## src/rtl/fetch_mem.sv

```systemverilog
// Fetch-side imem stage: one outstanding req/ack fetch into an IF/ID buffer, latency 3+L cycles per instruction.
// Backpressure: while Decode stalls the buffer, the PC is held by feeding req_pc back to the PC-select register.
module fetch_mem #(
  parameter int unsigned TIMEOUT_CYCLES = 255,
  parameter logic [31:0] NOP_INSTR      = 32'h00000013
) (
  input  logic        clk,
  input  logic        rst,
  input  logic [31:0] pc_in,
  input  logic        flush,
  output logic [31:0] pc_4,
  output logic        imem_req,
  output logic [31:0] imem_addr,
  input  logic        imem_ack,
  input  logic [31:0] imem_rdata,
  output logic        id_valid,
  input  logic        id_ready,
  output logic [31:0] id_pc,
  output logic [31:0] id_instr,
  output logic [1:0]  id_fault,
  output logic        busy
);

  typedef enum logic [1:0] {
    S_IDLE = 2'd0,
    S_REQ  = 2'd1,
    S_FULL = 2'd2,
    S_DROP = 2'd3
  } state_t;

  localparam logic [1:0] FAULT_NONE     = 2'b00;
  localparam logic [1:0] FAULT_MISALIGN = 2'b01;
  localparam logic [1:0] FAULT_TIMEOUT  = 2'b10;
  localparam logic [7:0] TO_LAST        = 8'(TIMEOUT_CYCLES - 1);

  state_t      r_state;
  logic [31:0] r_req_pc;
  logic [7:0]  r_cnt;
  logic        r_imem_req;
  logic [31:0] r_imem_addr;
  logic        r_id_valid;
  logic [31:0] r_id_pc;
  logic [31:0] r_id_instr;
  logic [1:0]  r_id_fault;

  logic [31:0] w_pc_inc;
  logic [31:0] w_pc_4;

  // The PC-select register has no enable, so every state must feed back the PC it wants next.
  always_comb begin
    w_pc_inc = r_req_pc + 32'd4;
    w_pc_4   = r_req_pc;
    case (r_state)
      S_IDLE:  w_pc_4 = pc_in;
      S_FULL:  w_pc_4 = (id_ready && !flush) ? w_pc_inc : r_req_pc;
      default: w_pc_4 = r_req_pc;
    endcase
  end

  always_ff @(posedge clk or negedge rst) begin
    if (!rst) begin
      r_state     <= S_IDLE;
      r_req_pc    <= 32'd0;
      r_cnt       <= 8'd0;
      r_imem_req  <= 1'b0;
      r_imem_addr <= 32'd0;
      r_id_valid  <= 1'b0;
      r_id_pc     <= 32'd0;
      r_id_instr  <= NOP_INSTR;
      r_id_fault  <= FAULT_NONE;
    end else begin
      case (r_state)
        S_IDLE: begin
          if (!flush) begin
            r_req_pc <= pc_in;
            if (pc_in[1:0] == 2'b00) begin
              r_imem_req  <= 1'b1;
              r_imem_addr <= pc_in;
              r_cnt       <= 8'd0;
              r_state     <= S_REQ;
            end else begin
              r_id_pc    <= pc_in;
              r_id_instr <= NOP_INSTR;
              r_id_fault <= FAULT_MISALIGN;
              r_id_valid <= 1'b1;
              r_state    <= S_FULL;
            end
          end
        end
        S_REQ: begin
          if (imem_ack) begin
            r_imem_req <= 1'b0;
            if (flush) begin
              r_state <= S_IDLE;
            end else begin
              r_id_pc    <= r_req_pc;
              r_id_instr <= imem_rdata;
              r_id_fault <= FAULT_NONE;
              r_id_valid <= 1'b1;
              r_state    <= S_FULL;
            end
          end else if (flush) begin
            // Request stays up: memory still owes us a response that must be absorbed.
            r_state <= S_DROP;
          end else if (r_cnt == TO_LAST) begin
            r_imem_req <= 1'b0;
            r_id_pc    <= r_req_pc;
            r_id_instr <= NOP_INSTR;
            r_id_fault <= FAULT_TIMEOUT;
            r_id_valid <= 1'b1;
            r_state    <= S_FULL;
          end else begin
            r_cnt <= r_cnt + 8'd1;
          end
        end
        S_DROP: begin
          if (imem_ack) begin
            r_imem_req <= 1'b0;
            r_state    <= S_IDLE;
          end
        end
        S_FULL: begin
          if (flush || id_ready) begin
            r_id_valid <= 1'b0;
            r_state    <= S_IDLE;
          end
        end
        default: r_state <= S_IDLE;
      endcase
    end
  end

  assign pc_4      = w_pc_4;
  assign imem_req  = r_imem_req;
  assign imem_addr = r_imem_addr;
  assign id_valid  = r_id_valid;
  assign id_pc     = r_id_pc;
  assign id_instr  = r_id_instr;
  assign id_fault  = r_id_fault;
  assign busy      = (r_state != S_IDLE);

endmodule

```

## config.mk

```make
export PLATFORM = sky130hd
export DESIGN_NAME = fetch_mem
export DESIGN_NICKNAME = d
export VERILOG_FILES = /design/src/rtl/fetch_mem.sv
export SDC_FILE = /design/constraint.sdc
export NUM_CORES = 1
export LEC_CHECK = 0
export ABC_AREA = 0
export CAP_MARGIN = 30
export CORE_MARGIN = 2
export CORE_UTILIZATION = 45
export CTS_BUF_LIST = sky130_fd_sc_hd__clkbuf_4 sky130_fd_sc_hd__clkbuf_8
export DETAILED_ROUTE_END_ITERATION = 7
export GPL_ROUTABILITY_DRIVEN = 0
export PLACE_DENSITY_LB_ADDON = 0.08
export SLEW_MARGIN = 20
export SYNTH_ARGS = -nofsm -noshare
export SYNTH_HDL_FRONTEND = slang
export SYNTH_SLANG_ARGS = --single-unit
```

## constraint.sdc

```tcl
create_clock -name clk -period 2.35 [get_ports clk]
set_clock_uncertainty 0.15 [all_clocks]
set_input_delay 0.47 -clock clk [delete_from_list [all_inputs] [get_ports clk]]
set_output_delay 0.47 -clock clk [all_outputs]
set_load 0.1 [all_outputs]
```

==> out/qor.yml <==
synth_edf_count: 0
rsz0062_at_grt: "true"
final_cell_area_sq_um: 11570
slew_headroom_pct: 67.05
crit_type: "reg2out"
crit_required_ns: 1.73
clk_pin_slew_ns: 0.08
via_per_inst: 5.404
die_h_microns: 129.9
clock-root-buffer: "clkbuf_8"
nets: 1132
run_status: "finished with violations"
finalNonFillerCells: 1290
finalCritPeriodShare_pct: 127.0
via_count: 6971
seq_area_frac_synth_pct: 49.88
syn-num-nets: 849
post-dp-hpwl_mm: 15.60
synth.avg_cell_area_sq_um: 9.179
num_io_pins: 202
setup_ws_ns: -0.6346
grt_pass1_wl_mm: 36.11
arrival_ns: 2.36
start_util_pct: 45.39
clk_path_buf_depth: 2
io_buffers: 201
cts_sinks: 142
placed_area_sq_um: 10400
rows: 46
timing.final.crit_period_ns: 2.985
globalRoute.totalOverflow: 0
synthArstFlopShare_pct: 100.0
grt_max_degree: 70
cp_max_fo: 5
yosys.area.top_type_share_pct: 48.77
violations: "setup timing"
hold_slack_ns: 0.3007
start_kind: "flop"
fin_util_pct: 73.66
syn2layout_area_growth_pct: 62.28
setup_viol: 32
antenna_found_initial: 1
synth-main-ff-cell: "dfrtp_1"
worstSkewPairLatency_ns: 0.46
synth.area.top_cells: "dfrtp_1, nand2_1, o21ai_0"
clock.fmax_mhz: 335.1
worst_slew_pin_slew_ns: 0.4916
drt_iter0_markers: 392
antenna_left: 0
cts_htree_levels: 4
routed_wl_mm: 23.07
first_pass_iters: 5
power.density_nw_per_um2: 1387
dpl.cell_count: 1234
avgRoutedWirePerCell_microns: 17.89
grt_usage_pct: 27.40
hold_class: "in2async"
slew_violations: 0
drc_errors: 0
finalHoldViolCount: 0
core_area_sq_um: 15710
endpoint_kind: "primary output"
leakagePower_nw: 5.355
drive_gt1_share_pct: 39.89
dieWidth_microns: 129.9
tns_ns: -14.12
vdd_drop_max_uv: 1176
grt_pass1_vias: 7009
numCtsBuffers: 17
dieArea_sq_um: 16870
synth_largest_area_cell: "dfrtp_1"
maxCapViolations: 0
cts_tree: "done"
ys.warnings.count: 0
synth_cells: 777
syn_area_sq_um: 7132
synth-seq-cells: 142
synth_cell_types: 58
-- cell usage in the layout (no fill, tap or decap), types with 6 or more instances in the layout --
master           count
mux2i_1             34
nor3_1               9
and2_1               7
buf_6               21
nand2_1            210
a21oi_1              9
buf_4              177
buf_12              43
o22a_2              10
clkbuf_8            19
dfrtp_2              6
dfrtp_1            133
mux2_2              31
a21oi_4             10
nand3_1             12
o21ai_0             76
nor2_1              27
nand3_4              8
nand4_1             11
a21oi_2             11
clkdlybuf4s50_1     65
-- cells in the mapped netlist (all sizes together), types with 4 or more instances --
library cell,n
a21oi,30
a22oi,5
a2bb2oi,5
a31oi,5
a41oi,4
and2,8
and3,6
buf,26
clkbuf,26
dfrtp,139
inv,6
mux2,33
mux2i,34
nand2,218
nand3,23
nand4,12
nor2,35
nor3,14
nor4,5
o21ai,79
o22a,11
o22ai,10
or3,4
xnor2,5
-- final cells by class --
| cell class | instances | area [sq um] |
|---|---|---|
| antenna | 1 | 2.502 |
| clock buffer | 20 | 269.0 |
| clock inverter | 12 | 206.4 |
| fill | 1101 | 4139 |
| inverter | 6 | 26.28 |
| multi-input combinational | 577 | 3995 |
| sequential | 142 | 3565 |
| tap | 216 | 270.3 |
| timing repair buffer | 316 | 3239 |
-- power breakdown --
group          switching (mW)  total (mW)  internal (mW)
Clock                   0.986        2.33           1.34
Combinational            7.13        10.1           2.99
Sequential              0.476        3.60           3.13
Total                    8.59        16.0           7.46
-- registers in the layout, indices dropped and copies added (netlist names), 2 cells and up --
signal	flops
id_instr	32
r_cnt	8
id_fault	2
imem_addr	32
r_req_pc	32
r_state	2
id_pc	32
-- worst paths after layout --
kind / start / end / slack, ns / cells after the start
setup reg to reg: r_state[0] / r_cnt[6] / 0.21 / 6
max in group asynchronous: rst / r_req_pc[3] / 1.05 / 3
min in group clk: imem_addr[16] / imem_addr[16] / 0.33 / 2
hold reg to reg: imem_addr[16] / imem_addr[16] / 0.33 / 2
hold / removal: rst / id_instr[15] / 0.30 / 2
setup / recovery: r_req_pc[4] / pc_4[31] / -0.63 / 6
-- timing repair --
item / in CTS / in global routing
gates resized for setup: 71 / 40
gates cloned: 5 / 0
endpoints found under the hold margin: 30 / 0
hold buffers: 1 / 0
setup endpoints to repair: 32 / 32
pin swaps: 41 / 31
buffers inserted: 10 / 10
-- through the flow --
stage	setup WS (ns)	power (mW)
after global placement	-0.6447	13.11
after floorplan	-0.3155	10.39
final	-0.6346	16.05
after global routing	-0.7022	16.61
after CTS	-0.6258	15.93
after detailed placement	-0.6971	13.24
-- layer usage --
metal	vias to the layer above	share of wire, %	GRT usage, %
li1	3274	-	-
met1	3407	43	35.41
met2	245	49	45.33
met3	45	5.5	5.699
met4	0	2.3	10.82
met5	-	0	0
-- kinds of logic after synthesis --
logic type      after synthesis  synth area share, %
fa+ha+maj                     3               0.5264
buf+inv                      58                3.842
mux                          67                9.983
simple gates                339                21.51
xor+xnor                      5               0.6140
compound gates              163                13.65
flops                       142                49.88
-- worst max-delay path, cell delays in order, from the launching register on --
cell and delay, ns:
dfrtp_2 0.46, nand4_1 0.19, nor4_4 0.38, nand3_2 0.14, or4_4 0.45, nand3_4 0.12
buf_12 0.17
Power figures use the tool's default switching activity.
